### config.mk
export PLATFORM = sky130hd
export DESIGN_NAME = sample_serializer
export DESIGN_NICKNAME = d
export VERILOG_FILES = /design/src/rtl/sample_serializer.sv
export SDC_FILE = /design/constraint.sdc
export NUM_CORES = 1
export LEC_CHECK = 0
export ABC_CLOCK_PERIOD_IN_PS = 4000
export CELL_PAD_IN_SITES_DETAIL_PLACEMENT = 1
export CELL_PAD_IN_SITES_GLOBAL_PLACEMENT = 1
export CORE_MARGIN = 1.5
export CORE_UTILIZATION = 58
export DETAILED_ROUTE_END_ITERATION = 6
export PLACE_DENSITY = 0.93
export SETUP_SLACK_MARGIN = 0.1
export SYNTH_ARGS = -nofsm -noshare
export SYNTH_HDL_FRONTEND = slang
export SYNTH_SLANG_ARGS = --single-unit
export TNS_END_PERCENT = 50
### constraint.sdc
create_clock -name clk -period 4 [get_ports clk]
set_input_delay 1 -clock clk [delete_from_list [all_inputs] [get_ports clk]]
set_output_delay 1 -clock clk [all_outputs]
set_load 0.01 [all_outputs]
### src/rtl/sample_serializer.sv
// Record FIFO plus byte-wide output stage: buffers capture records and presents
// them LSB-first on the sample/sample_rdy/sample_ack handshake, counting dropped records.
module sample_serializer #(
   parameter int unsigned WORD_BYTES = 4,
   parameter int unsigned DEPTH_LOG2 = 4
) (
   input  logic                    clk,
   input  logic                    reset,
   input  logic [8*WORD_BYTES-1:0] rec_data,
   input  logic                    rec_wr,
   output logic                    rec_full,
   output logic [DEPTH_LOG2:0]     rec_level,
   output logic [15:0]             lost_count,
   input  logic                    lost_clr,
   output logic [7:0]              sample,
   output logic                    sample_rdy,
   input  logic                    sample_ack
);

   localparam int unsigned REC_W = 8 * WORD_BYTES;
   localparam int unsigned DEPTH = 1 << DEPTH_LOG2;
   localparam int unsigned LVL_W = DEPTH_LOG2 + 1;
   localparam int unsigned IDX_W = (WORD_BYTES > 1) ? $clog2(WORD_BYTES) : 1;

   logic [REC_W-1:0]      mem_q [DEPTH];
   logic [DEPTH_LOG2-1:0] wr_ptr_q, wr_ptr_d, rd_ptr_q, rd_ptr_d;
   logic [LVL_W-1:0]      level_q, level_d;
   logic                  full_q, full_d;
   logic [15:0]           lost_q, lost_d;
   logic [REC_W-1:0]      shift_q, shift_d;
   logic [IDX_W-1:0]      idx_q, idx_d;
   logic                  busy_q, busy_d;
   logic                  empty, push, drop, pop, last;

   // Next-state logic for FIFO pointers, occupancy, output stage and loss counter.
   always_comb begin
      empty    = (level_q == '0);
      push     = rec_wr & ~full_q;
      drop     = rec_wr & full_q;
      last     = (idx_q == IDX_W'(WORD_BYTES - 1));
      pop      = ~empty & (~busy_q | (sample_ack & last));

      wr_ptr_d = wr_ptr_q;
      rd_ptr_d = rd_ptr_q;
      shift_d  = shift_q;
      idx_d    = idx_q;
      busy_d   = busy_q;
      lost_d   = lost_q;

      if (push) begin
         wr_ptr_d = wr_ptr_q + DEPTH_LOG2'(1);
      end

      // A pop on the last byte's ack reloads the stage with no idle cycle in between.
      if (pop) begin
         shift_d  = mem_q[rd_ptr_q];
         idx_d    = '0;
         busy_d   = 1'b1;
         rd_ptr_d = rd_ptr_q + DEPTH_LOG2'(1);
      end else if (busy_q && sample_ack) begin
         if (last) begin
            busy_d = 1'b0;
            idx_d  = '0;
         end else begin
            shift_d = shift_q >> 8;
            idx_d   = idx_q + IDX_W'(1);
         end
      end

      level_d = level_q + LVL_W'(push) - LVL_W'(pop);
      full_d  = (level_d == LVL_W'(DEPTH));

      if (lost_clr) begin
         lost_d = drop ? 16'd1 : 16'd0;
      end else if (drop && (lost_q != 16'hFFFF)) begin
         lost_d = lost_q + 16'd1;
      end
   end

   always_ff @(posedge clk or posedge reset) begin
      if (reset) begin
         wr_ptr_q <= '0;
         rd_ptr_q <= '0;
         level_q  <= '0;
         full_q   <= 1'b0;
         lost_q   <= '0;
         shift_q  <= '0;
         idx_q    <= '0;
         busy_q   <= 1'b0;
      end else begin
         wr_ptr_q <= wr_ptr_d;
         rd_ptr_q <= rd_ptr_d;
         level_q  <= level_d;
         full_q   <= full_d;
         lost_q   <= lost_d;
         shift_q  <= shift_d;
         idx_q    <= idx_d;
         busy_q   <= busy_d;
      end
   end

   // Record storage needs no reset; occupancy guards every read.
   always_ff @(posedge clk) begin
      if (push) begin
         mem_q[wr_ptr_q] <= rec_data;
      end
   end

   assign rec_full   = full_q;
   assign rec_level  = level_q;
   assign lost_count = lost_q;
   assign sample     = shift_q[7:0];
   assign sample_rdy = busy_q;

endmodule

==> results of run 1 <==
[final timing paths]
kind,from,end,slack [ns],depth (start not counted)
max in group asynchronous,reset,rd_ptr_q[0]$_DFFE_PP0N_,2.19,2
hold / removal,shift_q[28]$_DFFE_PP0P_,shift_q[28]$_DFFE_PP0P_,0.58,2
min in group asynchronous,reset,shift_q[4]$_DFFE_PP0P_,0.99,2
hold reg to reg,shift_q[28]$_DFFE_PP0P_,shift_q[28]$_DFFE_PP0P_,0.58,2
setup / recovery,sample_ack,rec_full$_DFF_PP0_,0.84,12
setup reg to reg,rec_level[3]$_DFF_PP0_,rec_full$_DFF_PP0_,0.90,13
[metal layers]
metal | up-vias | track usage | share of wire
li1 | 5127 | - | -
met1 | 6721 | 0.400 | 0.37
met2 | 734 | 0.544 | 0.52
met3 | 166 | 0.0554 | 0.072
met4 | 0 | 0.138 | 0.042
met5 | - | 0 | 0
[stage by stage]
stage	setup slack [ns]	util	hold slack [ns]
after floorplan	0.932	-	0.458
after global placement	0.471	0.626	0.476
after detailed placement	0.316	0.626	0.501
after CTS	0.845	0.673	0.558
after global routing	0.701	0.674	0.594
final	0.842	0.674	0.577
[power breakdown]
group | internal, mW | switching (mW) | leakage, nW | total [mW]
clock network | 3.08 | 2.34 | 0.915 | 5.41
logic | 2.14 | 2.70 | 2.54 | 4.83
registers | 7.38 | 0.724 | 5.45 | 8.11
[layout make-up]
cell class	instances	area, um2	share of cell area
repair buffers	105	1140	0.0435
diodes	2	5.00	0.000190
clock inverters	28	253	0.00962
well taps	518	648	0.0247
clock buffers	77	1610	0.0614
inverters	13	48.8	0.00186
multi-input cells	564	5560	0.211
flip-flops and latches	577	17000	0.647
[worst max-delay path, cell delays in order]
cell             delay [ns]
clkdlybuf4s50_1        0.55
a21boi_1               0.28
or2_1                  0.17
inv_2                  0.06
ha_1                   0.29
inv_1                  0.05
ha_1                   0.21
fa_1                   0.42
a21oi_1                0.14
o21bai_1               0.10
xnor2_1                0.23
and3b_1                0.19
[layout by cell type (no fill, tap or decap), types with 4 or more instances in the layout]
cell,netlist,routed
nor2_1,10,10
o21ai_0,8,8
clkbuf_1,13,10
or3_1,4,4
o21ai_1,20,20
dfrtp_1,65,62
clkbuf_8,0,9
bufinv_16,0,4
or4_1,4,4
mux4_2,80,80
a21oi_1,34,34
mux2i_1,130,130
o31ai_1,4,4
a22oi_1,8,8
clkbuf_16,0,58
clkinv_2,0,11
inv_1,12,11
nand3_1,8,8
nand3b_1,26,26
or2_1,25,25
edfxtp_1,512,512
o22ai_1,49,49
clkdlybuf4s50_1,0,67
buf_4,15,23
a211oi_1,26,26
buf_12,1,15
ha_1,13,13
mux2_1,5,5
and2_2,0,16
o211ai_1,10,10
clkinv_1,0,8
nand2b_1,4,4
xnor2_1,7,7
nor2b_1,9,8
nand2_1,23,23
[state kept, by name (all words and copies together), names as in the netlist]
register	count
rec_level	5
idx_q	2
wr_ptr_q	4
rd_ptr_q	4
shift_q	32
mem_q	512
lost_count	16
sample_rdy	1
rec_full	1
[cells by family after synthesis]
group / synth area share
flip-flops: 0.735
XOR/XNOR: 0.00379
AND/OR/NAND/NOR: 0.0423
buffers and inverters: 0.0252
multiplexers: 0.138
AO/OA/AOI/OAI: 0.0472
adder cells (fa/ha/maj): 0.00790
==> flow_summary_export.csv, run 1 <==
group,metric,value,unit
run_status,run_status,"complete, no violations",
timing,finalSetupViolations,0,
worst_setup_path,critPathMaxFanout,4,
global_routing,antenna_found_initial,1,
placement,place_inst,1777,
floorplanning,dieArea,41100,um2
synth,synth_edf_count,512,
synth,syn_area,23100,um2
synth,synthCells,1224,
cells_and_area,area_growth,13.7,%
synth,syn_nets,1275,
placement,numPortBuffers,67,
routing,first_pass_iters,6,
routing,routed_wl,63200,um
global_routing,grt_pass1_vias,13644,
clock_network,clock_path_buffers,3,
placement,place_hpwl,33900,um
power_and_ir_drop,power.leakage,8.90,nW
worst_setup_path,worstSetupEndpointType,"flip-flop",
synth,yosys_most_used_dff,"edfxtp_1",
clock_network,clk_latency,0.62,ns
timing,finalHoldViolCount,0,
routing,drt.antenna.violating_nets,0,
clock_network,clock-sinks,577,
clock_network,cts-root-buf,"clkbuf_16",
synth,synth_top_area_cell,"edfxtp_1",
routing,drt-initial-drc-count,1278,
power_and_ir_drop,p_per_area,698,nW/um2
synth,avgSynthCellArea,18.9,um2
global_routing,grt_pass1_wl,92800,um
run,maxCapViolCount,0,
floorplanning,io-pin-count,68,
cells_and_area,design_area,26300,um2
timing,tightest_slew,1.11,ns
floorplanning,start_util,0.593,
clock_network,clk_pin_slew_worst_paths,0.06,ns
timing,rsz0062_at_grt,"no",
synth,yosysWarnings,0,
cells_and_area,drive_gt1_frac,0.179,
routing,via_per_inst,6.77,
synth,yosysSeqAreaShare,0.735,
timing,max_freq,0.317,GHz
worst_setup_path,cp.arrival,3.70,ns
synth,synth_async_sr_flop_share,0.113,
cells_and_area,final_cells,1884,
placement,placed_area,24400,um2
clock_network,cts_buffers,56,
routing,dr_total_vias,12748,
timing,slew_violations,0,
floorplanning,chipWidth,203,um
clock_network,cts.repair.resized,0,
floorplanning,core,39000,um2
timing,period_share,0.789,
worst_setup_path,start_kind,"input port",
floorplanning,die_h,203,um
timing,setup_tns,0,ns
timing,max_slew_margin,0.257,
global_routing,grt_overflow_total,0,
routing,wl_per_cell,33.6,um
global_routing,grt_usage,0.317,
synth,synth-seq-cells,577,
cells_and_area,nNetsFinal,1368,
synth,yosys-top-cells-count,"edfxtp_1, mux2i_1, mux4_2, dfrtp_1, o22ai_1",
synth,synth.distinct_cells,62,
routing,remaining_drc_errors,0,
clock_network,cts_setup_buffers,0,
global_routing,grt_max_degree,46,
timing,fin_skew,0.0134,ns
clock_network,cts_tree,"built",
floorplanning,row_count,72,
synth,synthTopCellsByArea,"edfxtp_1, mux4_2, dfrtp_1, mux2i_1, o22ai_1",
synth,yosys.area.top_type_share,0.665,
placement,place_congestion,0.791,
worst_setup_path,worstPathRequired,4.55,ns
cells_and_area,fillers,3176,
power_and_ir_drop,vdd_drop_max,494,uV
power_and_ir_drop,power,18.4,mW
clock_network,cts_hold_buf,0,
worst_setup_path,path_class,"input port to flip-flop",
hold_path,hp-class,"flip-flop to flip-flop",
timing,min_period,3.16,ns
synth,yosysMostFrequentCell,"edfxtp_1",
clock_network,cts_max_level,2,
(Power assumes the default switching activity.)
==> run 2, diff against run 1 <==
ABC_CLOCK_PERIOD_IN_PS = 2610   (was 4000)
CORE_UTILIZATION = 48   (was 58)
PLACE_DENSITY = 0.83   (was 0.93)
clock period = 2.61 ns   (was 4 ns; I/O delays follow)
==> run 2 against run 1 <==
  * Cell count increased by 8.1%
  * Wire length decreased by 5.6%
  * Clock-buffer cell count decreased by 11
  * Utilization down 9.8 points
  * Via count down 1.8%
  * Critical path depth stayed put
  * Critical path type unchanged
  * Critical endpoint unchanged
  * Worst hold slack got worse by 0.14 ns
  * Largest power group unchanged
  * Sequential share of layout area down 2.7 points
  * Cell area up 4.3%
  * Combinational power up 68%
==> flow_summary_export.csv, run 2 (synthesized netlist as in run 1, its figures left out) <==
group,metric,value,unit
cells_and_area,seqCellArea,17000,um2
power_and_ir_drop,vdd_drop_max,771,uV
floorplanning,io-pin-count,68,
clock_network,cts_buffers,58,
global_routing,use_met2,0.425,
timing,max_slew_margin,0.505,
global_routing,grt_pass1_wl,89600,um
global_routing,antenna_found_initial,0,
timing,finalHoldViolCount,0,
global_routing,grt_usage,0.246,
placement,place_ws,-0.629,ns
floorplanning,dieArea,49500,um2
cells_and_area,area_growth,18.6,%
worst_setup_path,critPathMaxFanout,2,
clock_network,cts_hold_buf,0,
worst_setup_path,path_class,"input port to flip-flop",
worst_setup_path,crit_slowest_cell,"clkdlybuf4s50_1",
global_routing,grt_pass1_vias,13687,
worst_setup_path,start_kind,"input port",
power_and_ir_drop,power.leakage,9.36,nW
floorplanning,chipWidth,222,um
worst_setup_path,path_common_cell,"ha_4",
run_status,run_status,"complete, no violations",
timing,min_period,2.61,ns
routing,routed_wl,59700,um
timing,tightest_slew,0.741,ns
global_routing,met1_usage,0.319,
clock_network,clk_latency,0.64,ns
placement,numPortBuffers,67,
worst_setup_path,cp.arrival,3.17,ns
routing,drt-initial-drc-count,1180,
power_and_ir_drop,p_per_area,1060,nW/um2
placement,place_hpwl,36000,um
routing,dr_total_vias,12516,
timing,max_freq,0.384,GHz
global_routing,grt_overflow_total,0,
cells_and_area,layout_common_cells,"edfxtp_1, mux2i_1, mux4_2",
hold_path,hp-class,"input port to asynchronous set/reset pin",
global_routing,use_met3,0.0381,
cells_and_area,regMostFlops,"mem_q",
timing,setup_ws,0.00269,ns
routing,first_pass_iters,5,
run,maxCapViolCount,0,
clock_network,cts-root-buf,"clkbuf_16",
floorplanning,start_util,0.485,
floorplanning,die_h,222,um
clock_network,cts_tree,"built",
worst_setup_path,worstPathRequired,3.17,ns
clock_network,cts_max_level,2,
placement,place_inst,1921,
cells_and_area,layout_commonest_cell,"edfxtp_1",
timing,period_share,0.999,
routing,wl_per_cell,29.3,um
global_routing,busiest_layer,"met2",
routing,via_per_inst,6.14,
placement,place_congestion,0.788,
cells_and_area,largest_reg_flops,512,
power_and_ir_drop,power,29.1,mW
clock_network,clock-sinks,577,
cells_and_area,drive_gt1_frac,0.221,
cells_and_area,nNetsFinal,1424,
floorplanning,row_count,80,
timing,fin_skew,0.0377,ns
floorplanning,core,47600,um2
clock_network,clk_pin_slew_worst_paths,0.06,ns
routing,drt.antenna.violating_nets,0,
cells_and_area,fillers,4151,
global_routing,grt_max_degree,66,
cells_and_area,multi_input_area,5610,um2
timing,slew_violations,0,
timing,finalSetupViolations,0,
timing,rsz0062_at_grt,"yes",
cells_and_area,antennaDiodeCount,0,
routing,remaining_drc_errors,0,
worst_setup_path,cp_cell_sequence,"clkdlybuf4s50_1 -> a21boi_2 -> or2_4 -> inv_4 -> ha_4 -> inv_2 -> ha_4 -> fa_2 -> a21oi_2 -> o21bai_1 -> xnor2_1 -> and3b_1",
clock_network,clock_path_buffers,3,
worst_setup_path,cp_slowest_stage_delay,0.59,ns
worst_setup_path,worstSetupEndpointType,"flip-flop",
cells_and_area,final_cells,2037,
## run 2: cell types whose count changed in the layout (fill, tap and decap cells not counted), sizes merged
cell,delta
buf,+54
clkbuf,-11
bufinv,+6
clkinv,+6
inv,+5
clkinvlp,-2
diode,-2
## run 2: metrics by stage
step	util	TNS (ns)	hold WS [ns]	area, um2
3_3_place_gp	0.532	-68.72	0.482	25300
2_1_floorplan	-	-0.0486	0.458	23200
4_1_cts	0.574	-0.00137	0.451	27400
3_5_place_dp	0.532	-117.15	0.486	25300
6_report	0.575	0	0.441	27400
5_1_grt	0.575	-0.298	0.456	27400
## run 2: worst paths after layout
path / from / to / slack (ns) / cells past startpoint
worst max-delay path: sample_ack / rec_full$_DFF_PP0_ / 0.003 / 12
max in group asynchronous: reset / rd_ptr_q[0]$_DFFE_PP0N_ / 1.75 / 3
worst max register to register: rec_level[3]$_DFF_PP0_ / rec_full$_DFF_PP0_ / 0.003 / 13
min in group clk: shift_q[24]$_DFFE_PP0P_ / shift_q[24]$_DFFE_PP0P_ / 0.54 / 2
worst min register to register: shift_q[24]$_DFFE_PP0P_ / shift_q[24]$_DFFE_PP0P_ / 0.54 / 2
worst min-delay path: reset / lost_count[9]$_DFFE_PP0P_ / 0.44 / 3
## run 2: repair_timing
| action | in CTS | in global routing |
|---|---|---|
| buffers inserted | 3 | 4 |
| resized for setup | 3 | 2 |
| pin swaps | 6 | 7 |
| setup endpoints to repair | 2 | 3 |
## run 2: worst max-delay path: cells and delay by family
family,cells,cell delay [ns]
fa+ha+maj,3,0.78
buf+inv,3,0.67
compound gates,3,0.49
simple gates,2,0.35
xor+xnor,1,0.22
## run 2: where the power goes
| group | internal (mW) | switching (mW) |
|---|---|---|
| registers | 11.3 | 0.891 |
| logic | 3.84 | 4.28 |
| clock network | 5.17 | 3.59 |
## run 2: metal layers
metal	share of wire	routed length, um
met1	0.39	23100
met2	0.51	30700
met3	0.068	4040
met4	0.031	1840
met5	0	0
## run 2: final cells by class
type | count | area share
Sequential cell | 577 | 0.621
Multi-Input combinational cell | 564 | 0.205
Timing Repair Buffer | 159 | 0.0716
Clock buffer | 66 | 0.0552
Tap cell | 615 | 0.0281
Clock inverter | 43 | 0.0180
Inverter | 13 | 0.00187
